==> src/rtl/ps2_pkg.sv <==
// Shared definitions for the PS/2 host transmitter and its line filter.
//   state_t    : transmitter FSM states
//   FRAME_BITS : bits shifted out after the start bit (8 data, parity, stop)
//   make_frame : builds {stop, odd parity, data}, data bit 0 first out
//   max2       : helper for sizing counters from parameters
package ps2_pkg;

    typedef enum logic [2:0] {
        IDLE,
        INHIBIT,
        RTS,
        WAIT_START,
        SHIFT,
        ACK,
        WAIT_IDLE,
        FAIL
    } state_t;

    localparam int FRAME_BITS = 10;
    localparam int BIT_CNT_W  = $clog2(FRAME_BITS + 1);

    function automatic logic [FRAME_BITS-1:0] make_frame(input logic [7:0] data);
        return {1'b1, ~^data, data};
    endfunction

    function automatic int max2(input int a, input int b);
        return (a > b) ? a : b;
    endfunction

endpackage

==> src/rtl/ps2_line_filter.sv <==
// Synchronizer plus glitch filter for one raw PS/2 line.
//   clock     : system clock
//   kbd_clr   : asynchronous active-high reset; output returns to 1 (idle bus)
//   line_raw  : asynchronous pin value
//   line_filt : filtered level; changes only once FILTER_LEN samples agree
// FILTER_LEN must be at least 2.
module ps2_line_filter
    import ps2_pkg::*;
#(
    parameter int FILTER_LEN = 16
) (
    input  logic clock,
    input  logic kbd_clr,
    input  logic line_raw,
    output logic line_filt
);

    logic [1:0]            sync;
    logic [FILTER_LEN-1:0] window;

    // NOTE: async reset sits in the sensitivity list; every register here is
    // small control state, so all of it is reset to the idle-bus level.
    always_ff @(posedge clock or posedge kbd_clr) begin
        if (kbd_clr) begin
            sync      <= 2'b11;
            window    <= '1;
            line_filt <= 1'b1;
        end else begin
            // NOTE: non-blocking assignments make the shift chain move one
            // stage per clock regardless of statement order.
            sync   <= {sync[0], line_raw};
            window <= {window[FILTER_LEN-2:0], sync[1]};
            if (&window) begin
                line_filt <= 1'b1;
            end else if (~|window) begin
                line_filt <= 1'b0;
            end
        end
    end

endmodule

==> src/rtl/ps2_host_tx.sv <==
// PS/2 host-to-device transmitter.
//   clock, kbd_clr          : system clock, async active-high reset
//   tx_data, tx_valid       : command byte and send request
//   tx_ready                : idle, a request will be accepted
//   tx_done / tx_err        : one-cycle pulses on ACK+idle / NACK or timeout
//   tx_active               : transfer in progress (receiver ignores frames)
//   ps2_clk_in, ps2_dat_in  : raw PS/2 pins
//   ps2_clk_oe, ps2_dat_oe  : open-drain pull-low enables
module ps2_host_tx
    import ps2_pkg::*;
#(
    parameter int INHIBIT_CYCLES = 12000,
    parameter int START_TIMEOUT  = 1500000,
    parameter int XFER_TIMEOUT   = 200000,
    parameter int FILTER_LEN     = 16
) (
    input  logic       clock,
    input  logic       kbd_clr,
    input  logic [7:0] tx_data,
    input  logic       tx_valid,
    output logic       tx_ready,
    output logic       tx_done,
    output logic       tx_err,
    output logic       tx_active,
    input  logic       ps2_clk_in,
    input  logic       ps2_dat_in,
    output logic       ps2_clk_oe,
    output logic       ps2_dat_oe
);

    localparam int CNT_MAX = max2(max2(INHIBIT_CYCLES, START_TIMEOUT),
                                  max2(XFER_TIMEOUT, FILTER_LEN));
    localparam int CNT_W   = $clog2(CNT_MAX + 1);

    localparam logic [CNT_W-1:0] INHIBIT_LAST = CNT_W'(INHIBIT_CYCLES - 1);
    localparam logic [CNT_W-1:0] RTS_LAST     = CNT_W'(FILTER_LEN - 1);
    localparam logic [CNT_W-1:0] START_LAST   = CNT_W'(START_TIMEOUT - 1);
    localparam logic [CNT_W-1:0] XFER_LAST    = CNT_W'(XFER_TIMEOUT - 1);
    localparam logic [BIT_CNT_W-1:0] STOP_IDX = BIT_CNT_W'(FRAME_BITS - 1);

    state_t                 state, state_d;
    logic [CNT_W-1:0]       cnt;       // per-state: inhibit, RTS, start timeout
    logic [CNT_W-1:0]       xfer_cnt;  // spans SHIFT, ACK and WAIT_IDLE
    logic [FRAME_BITS-1:0]  frame;
    logic [BIT_CNT_W-1:0]   bit_cnt;
    logic                   dat_drv;   // registered data pull-low during SHIFT
    logic                   clk_filt, dat_filt, clk_filt_q;
    logic                   clk_fall, xfer_expired, accept, shift_bit;

    ps2_line_filter #(.FILTER_LEN(FILTER_LEN)) u_clk_filter (
        .clock     (clock),
        .kbd_clr   (kbd_clr),
        .line_raw  (ps2_clk_in),
        .line_filt (clk_filt)
    );

    ps2_line_filter #(.FILTER_LEN(FILTER_LEN)) u_dat_filter (
        .clock     (clock),
        .kbd_clr   (kbd_clr),
        .line_raw  (ps2_dat_in),
        .line_filt (dat_filt)
    );

    assign clk_fall     = clk_filt_q & ~clk_filt;
    assign xfer_expired = (xfer_cnt == XFER_LAST);

    // Next-state logic. Timeout checks come before edge checks so an edge in
    // the expiry cycle loses.
    always_comb begin
        // NOTE: defaults first so no path through the case leaves a variable
        // unassigned, which would otherwise infer a latch.
        state_d   = state;
        accept    = 1'b0;
        shift_bit = 1'b0;
        tx_done   = 1'b0;
        unique case (state)
            IDLE: begin
                if (tx_valid) begin
                    accept  = 1'b1;
                    state_d = INHIBIT;
                end
            end
            INHIBIT: begin
                if (cnt == INHIBIT_LAST) state_d = RTS;
            end
            RTS: begin
                if (cnt == RTS_LAST) state_d = WAIT_START;
            end
            WAIT_START: begin
                if (cnt == START_LAST) begin
                    state_d = FAIL;
                end else if (clk_fall) begin
                    shift_bit = 1'b1;
                    state_d   = SHIFT;
                end
            end
            SHIFT: begin
                if (xfer_expired) begin
                    state_d = FAIL;
                end else if (clk_fall) begin
                    shift_bit = 1'b1;
                    if (bit_cnt == STOP_IDX) state_d = ACK;
                end
            end
            ACK: begin
                if (xfer_expired) begin
                    state_d = FAIL;
                end else if (clk_fall) begin
                    state_d = dat_filt ? FAIL : WAIT_IDLE;
                end
            end
            WAIT_IDLE: begin
                if (xfer_expired) begin
                    state_d = FAIL;
                end else if (clk_filt && dat_filt) begin
                    tx_done = 1'b1;
                    state_d = IDLE;
                end
            end
            FAIL: begin
                state_d = IDLE;
            end
            default: begin
                state_d = IDLE;
            end
        endcase
    end

    always_ff @(posedge clock or posedge kbd_clr) begin
        if (kbd_clr) begin
            state      <= IDLE;
            cnt        <= '0;
            xfer_cnt   <= '0;
            frame      <= '0;
            bit_cnt    <= '0;
            dat_drv    <= 1'b0;
            clk_filt_q <= 1'b1;
        end else begin
            state      <= state_d;
            clk_filt_q <= clk_filt;

            if (state_d != state) begin
                cnt <= '0;
            end else if (cnt != '1) begin
                cnt <= cnt + 1'b1;
            end

            // Transfer timer starts at the first device falling edge (entry
            // into SHIFT) and keeps running until the transfer ends.
            if (state inside {SHIFT, ACK, WAIT_IDLE}) begin
                if (xfer_cnt != '1) xfer_cnt <= xfer_cnt + 1'b1;
            end else begin
                xfer_cnt <= '0;
            end

            if (accept) begin
                frame   <= make_frame(tx_data);
                bit_cnt <= '0;
                dat_drv <= 1'b0;
            end else if (shift_bit) begin
                dat_drv <= ~frame[bit_cnt];
                bit_cnt <= bit_cnt + 1'b1;
            end
        end
    end

    // Line drives decode straight from the state register so that reset
    // releases both lines without waiting for a clock edge.
    assign ps2_clk_oe = (state == INHIBIT) || (state == RTS);
    assign ps2_dat_oe = (state == RTS) || (state == WAIT_START) ||
                        ((state == SHIFT) && dat_drv);
    assign tx_ready   = (state == IDLE);
    assign tx_active  = (state != IDLE);
    assign tx_err     = (state == FAIL);

endmodule

==> config.mk <==
export PLATFORM = sky130hd
export DESIGN_NAME = ps2_host_tx
export DESIGN_NICKNAME = d
export VERILOG_FILES = /design/src/rtl/ps2_pkg.sv /design/src/rtl/ps2_line_filter.sv /design/src/rtl/ps2_host_tx.sv
export SDC_FILE = /design/constraint.sdc
export NUM_CORES = 1
export LEC_CHECK = 0
export CAP_MARGIN = 30
export CORE_ASPECT_RATIO = 1.2
export CORE_MARGIN = 2
export CORE_UTILIZATION = 25
export DETAILED_ROUTE_END_ITERATION = 10
export PLACE_DENSITY = 0.43
export REMOVE_ABC_BUFFERS = 1
export SLEW_MARGIN = 20
export SYNTH_ARGS = -nofsm -noshare
export SYNTH_HDL_FRONTEND = slang
export SYNTH_HIERARCHICAL = 1
export SYNTH_SLANG_ARGS = --single-unit
==> constraint.sdc <==
create_clock -name clock -period 3.13 [get_ports clock]
set_input_delay 0.4695 -clock clock [delete_from_list [all_inputs] [get_ports clock]]
set_output_delay 0.4695 -clock clock [all_outputs]
set_load 0.005 [all_outputs]
==> flow_summary.json, run 1 <==
{
  "cp_top_family": "simple AND/OR/NAND/NOR gates",
  "tritoncts": "done",
  "fin_setup_tns_ps": 0,
  "n_fill_cell": 1887,
  "finClkSkew_ps": 8.99,
  "cp-start-kind": "flip-flop",
  "maxCapViolCount": 0,
  "postCtsResizedCells": 0,
  "avgSynthCellArea_sq_um": 10.7,
  "cts_setup_buffers": 0,
  "drive_gt1_share_pct": 20.3,
  "dp_slack_ps": 671,
  "crit_start": "xfer_cnt[12]$_DFFE_PP0P_",
  "yosysMostFrequentCell": "nor2_1",
  "syn_to_final_growth_pct": 15.9,
  "ant_nets": 0,
  "diodes": 0,
  "netlist_instances": 436,
  "via_per_inst": 4.57,
  "cp.arrival_ps": 2360,
  "fin_crit_ps": 2830,
  "whs_ps": 357,
  "status": "finished clean",
  "clkSinkCount": 99,
  "ys_ff_latch": 99,
  "p_leak_nw": 2.07,
  "crit_path_end_kind": "output pin",
  "period_share_pct": 90.3,
  "die_w_microns": 129,
  "drt_pass1_iterations": 4,
  "io_pins": 19,
  "dieHeight_microns": 154,
  "crit_type": "reg -> out",
  "cp_num_buf_inv": 1,
  "wl_per_cell_microns": 13.4,
  "drcViolationCount": 0,
  "clockBufferDepth": 2,
  "cts_root_buf": "clkbuf_16",
  "gp_congestion": 0.805,
  "path_max_fanout": 6,
  "yosysSeqAreaShare_pct": 53.9,
  "core_area_sq_um": 18300,
  "ys_top_cells_by_count": "nor2_1 (61), dfrtp_1 (60), dfstp_2 (39), xnor2_1 (29), nand3_1 (26)",
  "numCtsBuffers": 9,
  "async_flop_share_pct": 100,
  "insertion_delay_ps": 350,
  "fp.dieArea_sq_um": 19900,
  "drv_slew": 0,
  "synth_area_leaders": "dfrtp_1 (32%), dfstp_2 (22%), xnor2_1 (5.4%), nor2_1 (4.9%), nand4_1 (2.8%)",
  "slowest_delay_ps": 450,
  "max_freq_mhz": 354,
  "critPathSlowestCell": "clkdlybuf4s50_1",
  "grt_pass1_wl_microns": 16400,
  "groute.usage.overall_pct": 10.4,
  "fin_nets": 475,
  "ctsHoldBuffers": 0,
  "antenna_found_initial": 0,
  "finalHoldViolations": 0,
  "hold_class": "reg -> reg",
  "overflow": 0,
  "peakVddDrop_mv": 0.229,
  "hp-start": "u_dat_filter/sync[0]$_DFF_PP1_",
  "r2r_start": "cnt[7]$_DFFE_PP0P_",
  "htreeDepth": 3,
  "syn_area_sq_um": 4680,
  "setup_viol": 0,
  "first_iter_violations": 188,
  "num_vias": 3265,
  "grt_pass1_vias": 3283,
  "rows": 54,
  "rsz0062_at_grt": "false",
  "grt_max_degree": 62,
  "synth_cell_type_count": 51,
  "dp.final_hpwl_microns": 6560,
  "numPortBuffers": 18,
  "cts.reportedPaths.clkPinSlew_ps": 70,
  "powerDensity_nw_per_um2": 463,
  "relSlewSlack_pct": 45.3,
  "synth_edf_count": 0,
  "synth_top_flop_cell": "dfrtp_1",
  "worstPathCellList": "or3_1, nor4_1, a21oi_1, and3_1, clkdlybuf4s50_1",
  "setup_ws_ps": 304,
  "yosysWarningCount": 6,
  "tightest_slew_ps": 820,
  "crit_required_ps": 2660,
  "start_util_pct": 25.6,
  "yosysTopAreaCell": "dfrtp_1",
  "drt-total-wl_microns": 9560,
  "synthDominantCellAreaShare_pct": 32.1
}
stage by stage:
| step | cells | power [mW] | cell area, sq um | util [%] |
|---|---|---|---|---|
| after global routing | 715 | 2.63 | 5430 | 29.7 |
| after CTS | 715 | 2.57 | 5430 | 29.7 |
| final | 715 | 2.51 | 5430 | 29.7 |
| after floorplan | 421 | 1.40 | 4580 | - |
| after detailed placement | 699 | 1.44 | 5130 | 28.0 |
| after global placement | 699 | 1.43 | 5130 | 28.0 |
worst reg2reg max path, stage by stage (launching register included):
cell and delay (ps):
dfrtp_1 450, or4_4 590, nor4_4 370, a21oi_1 140, o21ai_2 360, a211oi_1 80, a31o_2 220
cell type report:
cell class	count	area [sq um]	share of cell area, %
clock buffer	11	254	4.68
multi-input combinational	308	2000	36.8
inverter	14	52.6	0.968
tap	252	315	5.81
sequential	99	2530	46.5
timing repair buffer	26	240	4.42
clock inverter	5	41.3	0.760
layer usage:
metal	share of wire [%]	wire length, microns	global-route usage [%]
met4	2.2	215	4.97
met1	48	4550	13.4
met2	48	4570	16.5
met3	2.3	221	2.05
met5	0	0	0
state kept, by name, summed over array words and instances (netlist names):
| name | flops |
|---|---|
| cnt | 21 |
| xfer_cnt | 21 |
| u_clk_filter/window | 16 |
| u_dat_filter/window | 16 |
| frame | 10 |
| bit_cnt | 4 |
| state | 3 |
| u_clk_filter/sync | 2 |
| u_dat_filter/sync | 2 |
| clk_filt_q | 1 |
| dat_drv | 1 |
| u_clk_filter/line_filt | 1 |
| u_dat_filter/line_filt | 1 |
path summary, 6_finish.rpt:
| check | to | slack, ps | depth (start not counted) |
|---|---|---|---|
| min in group asynchronous | cnt[17]$_DFFE_PP0P_ | 770 | 3 |
| hold / removal | u_dat_filter/sync[1]$_DFF_PP1_ | 360 | 0 |
| setup reg to reg | dat_drv$_DFFE_PP0P_ | 800 | 6 |
| setup / recovery | tx_done | 300 | 5 |
| hold reg to reg | u_dat_filter/sync[1]$_DFF_PP1_ | 360 | 0 |
| max in group asynchronous | dat_drv$_DFFE_PP0P_ | 1840 | 3 |
placed cells by master, fill, tap and decap left out, drive strengths merged, types with 5 or more instances in the layout:
| master | count |
|---|---|
| mux2 | 8 |
| nand2 | 24 |
| and3 | 7 |
| clkdlybuf4s50 | 18 |
| nor4 | 21 |
| a21oi | 12 |
| o21ai | 12 |
| buf | 8 |
| nor2 | 61 |
| nor3 | 18 |
| dfstp | 39 |
| mux2i | 5 |
| clkbuf | 11 |
| or4 | 6 |
| xnor2 | 29 |
| xor2 | 12 |
| inv | 17 |
| nand3 | 26 |
| nand4 | 21 |
| dfrtp | 60 |
where the power goes:
part / internal (mW) / switching [mW] / leakage [nW] / total (mW)
Clock: 0.597 / 0.508 / 0.146 / 1.11
Sequential: 1.32 / 0.0215 / 1.21 / 1.34
Combinational: 0.0274 / 0.0368 / 0.715 / 0.0643
cells by family (layout without fill, tap and decap cells):
group	after synthesis	count (layout)	synth area share [%]
xor gates and xnor gates	41	41	7.67
and+or+nand+nor	207	207	24.2
adders and majority gates	4	4	1.07
buffers and inverters	29	56	3.37
muxes	15	15	3.95
AOI/OAI and AO/OA	41	41	5.80
DFF	99	99	53.9
(Power assumes the default switching activity.)
==> inputs of run 2 (changes only) <==
--- a/config.mk
+++ b/config.mk
@@ -6,13 +6,15 @@
 export NUM_CORES = 1
 export LEC_CHECK = 0
 export CAP_MARGIN = 30
+export CELL_PAD_IN_SITES_DETAIL_PLACEMENT = 1
+export CELL_PAD_IN_SITES_GLOBAL_PLACEMENT = 1
 export CORE_ASPECT_RATIO = 1.2
 export CORE_MARGIN = 2
 export CORE_UTILIZATION = 25
 export DETAILED_ROUTE_END_ITERATION = 10
-export PLACE_DENSITY = 0.43
+export MAX_ROUTING_LAYER = met4
+export PLACE_DENSITY = 0.49
 export REMOVE_ABC_BUFFERS = 1
-export SLEW_MARGIN = 20
 export SYNTH_ARGS = -nofsm -noshare
 export SYNTH_HDL_FRONTEND = slang
 export SYNTH_HIERARCHICAL = 1
==> flow_summary.json, run 2 (synthesized netlist as in run 1, its figures left out) <==
{
  "htreeDepth": 3,
  "grt_max_degree": 62,
  "crit_path_end_kind": "output pin",
  "diodes": 0,
  "fin_nets": 474,
  "syn_to_final_growth_pct": 16.0,
  "crit_required_ps": 2660,
  "grt_pass1_wl_microns": 18100,
  "overflow": 0,
  "groute.usage.overall_pct": 11.8,
  "ctsHoldBuffers": 0,
  "antenna_found_initial": 0,
  "total_power_mw": 2.54,
  "path_max_fanout": 6,
  "io_pins": 19,
  "setup_viol": 0,
  "dp.final_hpwl_microns": 7410,
  "grt_use_met1_pct": 15.3,
  "fin_setup_tns_ps": 0,
  "wl_per_cell_microns": 14.6,
  "first_iter_violations": 131,
  "drt_pass1_iterations": 4,
  "status": "finished clean",
  "hold_class": "reg -> reg",
  "cts.reportedPaths.clkPinSlew_ps": 80,
  "most-common-layout-cells": "nor2_1 (61), dfrtp_1 (60), dfstp_2 (39), xnor2_1 (29), nand3_1 (26)",
  "ant_nets": 0,
  "via_per_inst": 4.61,
  "drt-total-wl_microns": 10500,
  "peakVddDrop_mv": 0.262,
  "tritoncts": "done",
  "period_share_pct": 90.4,
  "clockBufferDepth": 2,
  "start_util_pct": 25.6,
  "cts_root_buf": "clkbuf_16",
  "die_w_microns": 129,
  "met3_usage_pct": 2.30,
  "drv_slew": 0,
  "max_freq_mhz": 353,
  "largest_registers": "cnt: 21 flops, xfer_cnt: 21 flops",
  "met2_usage_pct": 18.4,
  "final_common_cell": "nor2_1",
  "r2r_start": "cnt[4]$_DFFE_PP0P_",
  "fp.dieArea_sq_um": 19900,
  "numCtsBuffers": 9,
  "insertion_delay_ps": 350,
  "clkSinkCount": 99,
  "crit_type": "reg -> out",
  "p_leak_nw": 2.06,
  "fin_crit_ps": 2830,
  "num_vias": 3291,
  "finalHoldViolations": 0,
  "cts_setup_buffers": 0,
  "rows": 54,
  "numPortBuffers": 18,
  "core_area_sq_um": 18300,
  "final_util_pct": 29.7,
  "crit_start": "xfer_cnt[12]$_DFFE_PP0P_",
  "drcViolationCount": 0,
  "cp.arrival_ps": 2360,
  "grt_pass1_vias": 3481,
  "whs_ps": 359,
  "busiest_layer": "met2",
  "finClkSkew_ps": 8.32,
  "powerDensity_nw_per_um2": 468,
  "rsz0062_at_grt": "false",
  "dieHeight_microns": 154,
  "tightest_slew_ps": 822,
  "maxCapViolCount": 0,
  "hp-start": "u_clk_filter/sync[1]$_DFF_PP1_",
  "relSlewSlack_pct": 45.2,
  "cp-start-kind": "flip-flop",
  "postCtsResizedCells": 0,
  "gp_congestion": 0.753,
  "drive_gt1_share_pct": 20.3
}
==> run 2: metal layers <==
layer / up-vias / part of all wire (%)
met2: 22 / 48
li1: 1588 / -
met1: 1673 / 48
met4: 0 / 1.3
met5: - / 0
met3: 8 / 2.0
==> run 2: layout make-up <==
class | count | area (sq um)
clock buffer | 9 | 225
multi-input combinational | 308 | 2000
clock inverter | 7 | 80.1
sequential | 99 | 2530
tap | 252 | 315
inverter | 14 | 52.6
fill | 2038 | 12900
timing repair buffer | 25 | 233
==> run 2: worst max-delay path: stages (launching register included) <==
cell and delay, ps:
dfrtp_1 440, or3_1 380, nor4_1 370, a21oi_1 180
and3_1 210, clkdlybuf4s50_1 440
==> run 2: path summary, 6_finish.rpt <==
check,cells after the start,slack (ps),endpoint
max in group asynchronous,3,1850,dat_drv$_DFFE_PP0P_
min in group asynchronous,3,750,cnt[17]$_DFFE_PP0P_
hold / removal,0,360,u_clk_filter/window[0]$_DFF_PP1_
setup reg to reg,7,760,cnt[17]$_DFFE_PP0P_
setup / recovery,5,300,tx_done
hold reg to reg,0,360,u_clk_filter/window[0]$_DFF_PP1_
==> run 2: per-stage QoR <==
stage | setup slack [ps] | std cells | instance area, sq um
after floorplan | 681 | 421 | 4580
after global placement | 697 | 698 | 5130
after detailed placement | 648 | 698 | 5130
after CTS | 249 | 714 | 5430
after global routing | 121 | 714 | 5430
final | 300 | 714 | 5430
==> run 2: report_power, final <==
group / switching, mW / leakage [nW] / internal, mW
combinational: 0.0371 / 0.710 / 0.0274
sequential: 0.0222 / 1.21 / 1.32
clock: 0.565 / 0.146 / 0.571
total: 0.624 / 2.06 / 1.92
